<file path="src/rtl/regfile_wb_sched.sv">
// Writeback scheduler: merges ALU and memory-load results into the single
// register-file write port through per-source 2-entry FIFOs, and tracks pending destinations.

module wb_fifo2 #(
  parameter int AW = 4,
  parameter int DW = 32
) (
  input  logic          clk,
  input  logic          rst,
  input  logic          push,
  input  logic [AW-1:0] push_addr,
  input  logic [DW-1:0] push_data,
  input  logic          pop,
  output logic          ready,
  output logic          not_empty,
  output logic [AW-1:0] head_addr,
  output logic [DW-1:0] head_data
);

  logic [AW-1:0] addr_q [2];
  logic [AW-1:0] addr_d [2];
  logic [DW-1:0] data_q [2];
  logic [DW-1:0] data_d [2];
  logic          wr_ptr_q, wr_ptr_d;
  logic          rd_ptr_q, rd_ptr_d;
  logic [1:0]    cnt_q, cnt_d;

  always_comb begin
    addr_d   = addr_q;
    data_d   = data_q;
    wr_ptr_d = wr_ptr_q;
    rd_ptr_d = rd_ptr_q;
    cnt_d    = cnt_q;
    if (push) begin
      addr_d[wr_ptr_q] = push_addr;
      data_d[wr_ptr_q] = push_data;
      wr_ptr_d         = ~wr_ptr_q;
    end
    if (pop) rd_ptr_d = ~rd_ptr_q;
    case ({push, pop})
      2'b10:   cnt_d = cnt_q + 2'd1;
      2'b01:   cnt_d = cnt_q - 2'd1;
      default: cnt_d = cnt_q;
    endcase
  end

  always_ff @(posedge clk or negedge rst) begin
    if (!rst) begin
      addr_q   <= '{default: '0};
      data_q   <= '{default: '0};
      wr_ptr_q <= 1'b0;
      rd_ptr_q <= 1'b0;
      cnt_q    <= 2'd0;
    end else begin
      addr_q   <= addr_d;
      data_q   <= data_d;
      wr_ptr_q <= wr_ptr_d;
      rd_ptr_q <= rd_ptr_d;
      cnt_q    <= cnt_d;
    end
  end

  // Ready depends only on registered occupancy, never on the incoming valid.
  assign ready     = (cnt_q != 2'd2);
  assign not_empty = (cnt_q != 2'd0);
  assign head_addr = addr_q[rd_ptr_q];
  assign head_data = data_q[rd_ptr_q];

endmodule

module regfile_wb_sched #(
  parameter int WIDTH         = 32,
  parameter int LOG2_NUM_REGS = 4
) (
  input  logic                        clk,
  input  logic                        rst,
  input  logic                        a_valid,
  output logic                        a_ready,
  input  logic [LOG2_NUM_REGS-1:0]    a_addr,
  input  logic [WIDTH-1:0]            a_data,
  input  logic                        m_valid,
  output logic                        m_ready,
  input  logic [LOG2_NUM_REGS-1:0]    m_addr,
  input  logic [WIDTH-1:0]            m_data,
  input  logic                        rsv_valid,
  input  logic [LOG2_NUM_REGS-1:0]    rsv_addr,
  input  logic [LOG2_NUM_REGS-1:0]    q_addr1,
  input  logic [LOG2_NUM_REGS-1:0]    q_addr2,
  output logic                        q_busy1,
  output logic                        q_busy2,
  output logic                        we3,
  output logic [LOG2_NUM_REGS-1:0]    wa3,
  output logic [WIDTH-1:0]            wd3,
  output logic [2**LOG2_NUM_REGS-1:0] pending,
  output logic                        err_pc_write
);

  localparam int NUM_REGS = 2 ** LOG2_NUM_REGS;
  localparam logic [LOG2_NUM_REGS-1:0] PC_ADDR = '1;
  localparam logic [NUM_REGS-1:0] ONE_HOT0 = NUM_REGS'(1);

  typedef enum logic {GNT_A = 1'b0, GNT_M = 1'b1} grant_e;

  grant_e                     last_grant_q, last_grant_d;
  logic                       we3_q, we3_d;
  logic [LOG2_NUM_REGS-1:0]   wa3_q, wa3_d;
  logic [WIDTH-1:0]           wd3_q, wd3_d;
  logic [NUM_REGS-1:0]        pending_q, pending_d;
  logic                       err_q, err_d;

  logic                       a_acc, m_acc, a_push, m_push, a_pop, m_pop;
  logic                       a_ne, m_ne;
  logic [LOG2_NUM_REGS-1:0]   a_head_addr, m_head_addr;
  logic [WIDTH-1:0]           a_head_data, m_head_data;
  logic [NUM_REGS-1:0]        set_mask, clr_mask;

  assign a_acc  = a_valid && a_ready;
  assign m_acc  = m_valid && m_ready;
  // PC-targeted writebacks are consumed but dropped; they only raise the error flag.
  assign a_push = a_acc && (a_addr != PC_ADDR);
  assign m_push = m_acc && (m_addr != PC_ADDR);

  wb_fifo2 #(.AW(LOG2_NUM_REGS), .DW(WIDTH)) u_fifo_a (
    .clk       (clk),
    .rst       (rst),
    .push      (a_push),
    .push_addr (a_addr),
    .push_data (a_data),
    .pop       (a_pop),
    .ready     (a_ready),
    .not_empty (a_ne),
    .head_addr (a_head_addr),
    .head_data (a_head_data)
  );

  wb_fifo2 #(.AW(LOG2_NUM_REGS), .DW(WIDTH)) u_fifo_m (
    .clk       (clk),
    .rst       (rst),
    .push      (m_push),
    .push_addr (m_addr),
    .push_data (m_data),
    .pop       (m_pop),
    .ready     (m_ready),
    .not_empty (m_ne),
    .head_addr (m_head_addr),
    .head_data (m_head_data)
  );

  always_comb begin
    a_pop        = a_ne && (!m_ne || (last_grant_q == GNT_M));
    m_pop        = m_ne && !a_pop;
    last_grant_d = last_grant_q;
    we3_d        = a_pop || m_pop;
    wa3_d        = wa3_q;
    wd3_d        = wd3_q;
    if (a_pop) begin
      last_grant_d = GNT_A;
      wa3_d        = a_head_addr;
      wd3_d        = a_head_data;
    end else if (m_pop) begin
      last_grant_d = GNT_M;
      wa3_d        = m_head_addr;
      wd3_d        = m_head_data;
    end
    clr_mask  = we3_d ? (ONE_HOT0 << wa3_d) : '0;
    set_mask  = (rsv_valid && (rsv_addr != PC_ADDR)) ? (ONE_HOT0 << rsv_addr) : '0;
    // A new reservation outranks the retiring write to the same register.
    pending_d = (pending_q & ~clr_mask) | set_mask;
    err_d     = err_q || (a_acc && (a_addr == PC_ADDR)) || (m_acc && (m_addr == PC_ADDR));
  end

  always_ff @(posedge clk or negedge rst) begin
    if (!rst) begin
      last_grant_q <= GNT_M;
      we3_q        <= 1'b0;
      wa3_q        <= '0;
      wd3_q        <= '0;
      pending_q    <= '0;
      err_q        <= 1'b0;
    end else begin
      last_grant_q <= last_grant_d;
      we3_q        <= we3_d;
      wa3_q        <= wa3_d;
      wd3_q        <= wd3_d;
      pending_q    <= pending_d;
      err_q        <= err_d;
    end
  end

  assign we3          = we3_q;
  assign wa3          = wa3_q;
  assign wd3          = wd3_q;
  assign pending      = pending_q;
  assign err_pc_write = err_q;
  assign q_busy1      = (q_addr1 != PC_ADDR) && pending_q[q_addr1];
  assign q_busy2      = (q_addr2 != PC_ADDR) && pending_q[q_addr2];

endmodule

</file>
<file path="config.mk">
export PLATFORM = sky130hd
export DESIGN_NAME = regfile_wb_sched
export DESIGN_NICKNAME = d
export VERILOG_FILES = /design/src/rtl/regfile_wb_sched.sv
export SDC_FILE = /design/constraint.sdc
export NUM_CORES = 1
export LEC_CHECK = 0
export CAP_MARGIN = 5
export CORE_AREA = 2 2 135 137
export DETAILED_ROUTE_END_ITERATION = 8
export DIE_AREA = 0 0 137 139
export PLACE_DENSITY = 0.78
export SETUP_SLACK_MARGIN = 0.3
export SYNTH_ARGS = -nofsm -noshare
export SYNTH_HDL_FRONTEND = slang
export SYNTH_SLANG_ARGS = --single-unit
</file>
<file path="constraint.sdc">
create_clock -name clk -period 2.6 [get_ports clk]
set_clock_uncertainty 0.1 [all_clocks]
set_input_delay 0.26 -clock clk [delete_from_list [all_inputs] [get_ports clk]]
set_output_delay 0.26 -clock clk [all_outputs]
set_load 0.02 [all_outputs]
</file>
==> metrics.txt <==
router iterations before antenna repair=7; # placed instances=1079; Critical Path, Cell by Cell=mux4_2 > mux4_2 > buf_6; FILL cells=1270; layout cells sized above 1=0.279; Clock Tree Buf Depth=3; global-route wire length before repair=35500 um; CP most frequent cell=mux4_2; final instance area=11900 um^2; All-Layer GR Usage=0.235; total I/O pin count=147; clock sinks=207; First DRT Iteration DRCs=267; library cells used by synthesis=47; vias=6414; CTS tree=built; Initial Util=0.526; outcome=finished clean; Slew headroom=0.564; Routed wire per std cell=19.5 um; total grt overflow=0; latest clock arrival within the worst-skew pair=490 ps; Peak supply drop=731 uV; CP Capture Type=primary output; DRC=0; Num CTS Buffers=22; Worst Max-Slew Pin Slew=654 ps; register area share after synthesis=0.558; post-synth net total=816; Final nets=973; area leader, netlist=dfrtp_1; Critical Path Start Type=flop; detailed-route wire length=21900 um; Worst Path Max Fanout=3; Worst EP arrival=2040 ps; Yosys reg bits=207; FP Rows=49; final hold violations=0; final core occ=0.671; Yosys top cell area share=0.555; Tmin final=2400 ps; multi-input logic area=3860 um^2; final setup vio count=0; Critical Path RT=2240 ps; Die X=137 um; DIE AREA=19000 um^2; CTS H-tree lvls=1; Routed Antenna Nets=0; post-synthesis cell count=725; Syn Area/Cell=12.8 um^2; Place WS=-212 ps; PwrDens=1400 nW/um^2; Cell Area, Synth=9290 um^2; synth top area cells=dfrtp_1 56%, mux2_2 20%, mux2i_1 6.1%; Die Y=139 um; GPL Wtd Cong=0.830; CP Class=reg -> out; Area Growth Syn to Fin=27.6%; final period utilization=0.922; Worst-path clk slew=60 ps; Hold WC Path Type=in -> async; TNS Setup=0 ps; vias in the first global route=6904; Critical-path top delay cell=mux4_2; Vias per Instance=5.70; Root Driver=clkbuf_16; Leakage Power=0.00510 uW; placed inst area=11100 um^2; post-route setup slack=202 ps; Seq. cell area=5190 um^2; total of max-cap violations=0; Non-Filler Instances=1125; Core ar.=17700 um^2; port bufs=146; fmax=417 MHz; synth warn=0; Top FF cell, synth=dfrtp_1; largest net degree at the start of global routing=81; dpl hpwl=14700 um; initial antenna violation count=0; Post-synth EDFFs=0; final count of pins violating max slew=0; fraction of registers with async set/reset=1.00; RSZ-0062 raised after global routing=true; diodes inserted=0; Slowest Stage Delay on Critical Path=490 ps
[synth_stat cells, drive strengths merged, types with 3 or more instances]
master	instances
a21o	4
a21oi	42
buf	29
clkbuf	11
dfrtp	206
inv	15
mux2	162
mux2i	58
mux4	8
nand2	30
nand2b	3
nand3	5
nand3b	3
nand4	6
nor2	46
nor3	9
o21a	3
o21ai	49
o22a	3
or2	3
xnor2	6
[worst max-delay path: cells and delay by family, from the launching register on]
kind	cells	cell delay [ps]
flops	1	410
buf+inv	1	150
mux	2	980
[flip-flops by register name, summed over array words and instances, names as in the netlist, 2 cells and up]
name and count:
wa3 4, u_fifo_a.addr_q 8, u_fifo_m.addr_q 8, wd3 32, pending 16, u_fifo_m.cnt_q 2, u_fifo_a.cnt_q 2, u_fifo_a.data_q 64
u_fifo_m.data_q 64
[routing by layer]
| metal | global-route usage | part of all wire | up-vias |
|---|---|---|---|
| met2 | 0.397 | 0.50 | 221 |
| li1 | - | - | 2909 |
| met5 | 0 | 0 | - |
| met4 | 0.0662 | 0.017 | 0 |
| met1 | 0.304 | 0.42 | 3249 |
| met3 | 0.0548 | 0.066 | 35 |
[repair_timing]
item / CTS / global route
setup buffers: 7 / 0
hold endpoints to repair: 75 / 0
hold buffers: 1 / 0
resized for setup: 16 / 3
endpoints found under the setup margin: 3 / 7
[placed cells by master (no fill, tap or decap), types with 3 or more instances in the layout]
cell,count
inv_1,12
a21o_1,4
o21a_1,3
nand4_1,6
clkbuf_16,23
nand2b_1,3
mux4_2,8
buf_12,5
clkdlybuf4s50_1,141
mux2_2,161
buf_4,21
nand3_1,5
xnor2_1,6
mux2i_1,57
clkbuf_1,5
clkbuf_8,7
o22a_1,3
nand3b_1,3
dfrtp_1,202
a21oi_1,42
clkinv_2,3
dfrtp_2,4
nor3_1,8
o21ai_0,48
nand2_1,30
nor2_1,46
[final timing paths]
path	to	startpoint	depth (start not counted)	slack (ps)
setup / recovery	q_busy2	pending[11]$_DFF_PN0_	3	200
setup reg to reg	pending[12]$_DFF_PN0_	u_fifo_m.cnt_q[0]$_DFFE_PN0P_	7	450
max in group asynchronous	wd3[5]$_DFFE_PN0P_	rst	3	1390
min in group clk	u_fifo_a.data_q[20]$_DFFE_PN0P_	a_data[20]	2	300
hold / removal	pending[1]$_DFF_PN0_	rst	2	280
hold reg to reg	wd3[18]$_DFFE_PN0P_	wd3[18]$_DFFE_PN0P_	2	400
[final cells by class]
cell class              count  share of cell area
multi-input cells         463               0.326
clock inverters             4             0.00380
repair buffers            173               0.146
clock buffers              34              0.0571
well taps                 229              0.0242
inverters                  15             0.00507
flip-flops and latches    207               0.438
[metrics by stage]
stage          power, uW  hold WS, ps
3_3_place_gp       13000          229
4_1_cts            16700          290
3_5_place_dp       13400          248
2_1_floorplan      10900         -136
5_1_grt            17600          296
6_report           16600          282
[kinds of logic after synthesis]
kind of cell / share of synthesized area
mux: 0.280
flops: 0.558
compound gates: 0.0707
simple gates: 0.0526
buf+inv: 0.0283
xor+xnor: 0.00755
fa+ha+maj: 0.00269
[where the power goes]
group          internal, uW  total, uW  switching [uW]
clock                  1880       3100            1220
sequential             4930       5990            1070
combinational          3800       7520            3720
(Power assumes the default switching activity.)
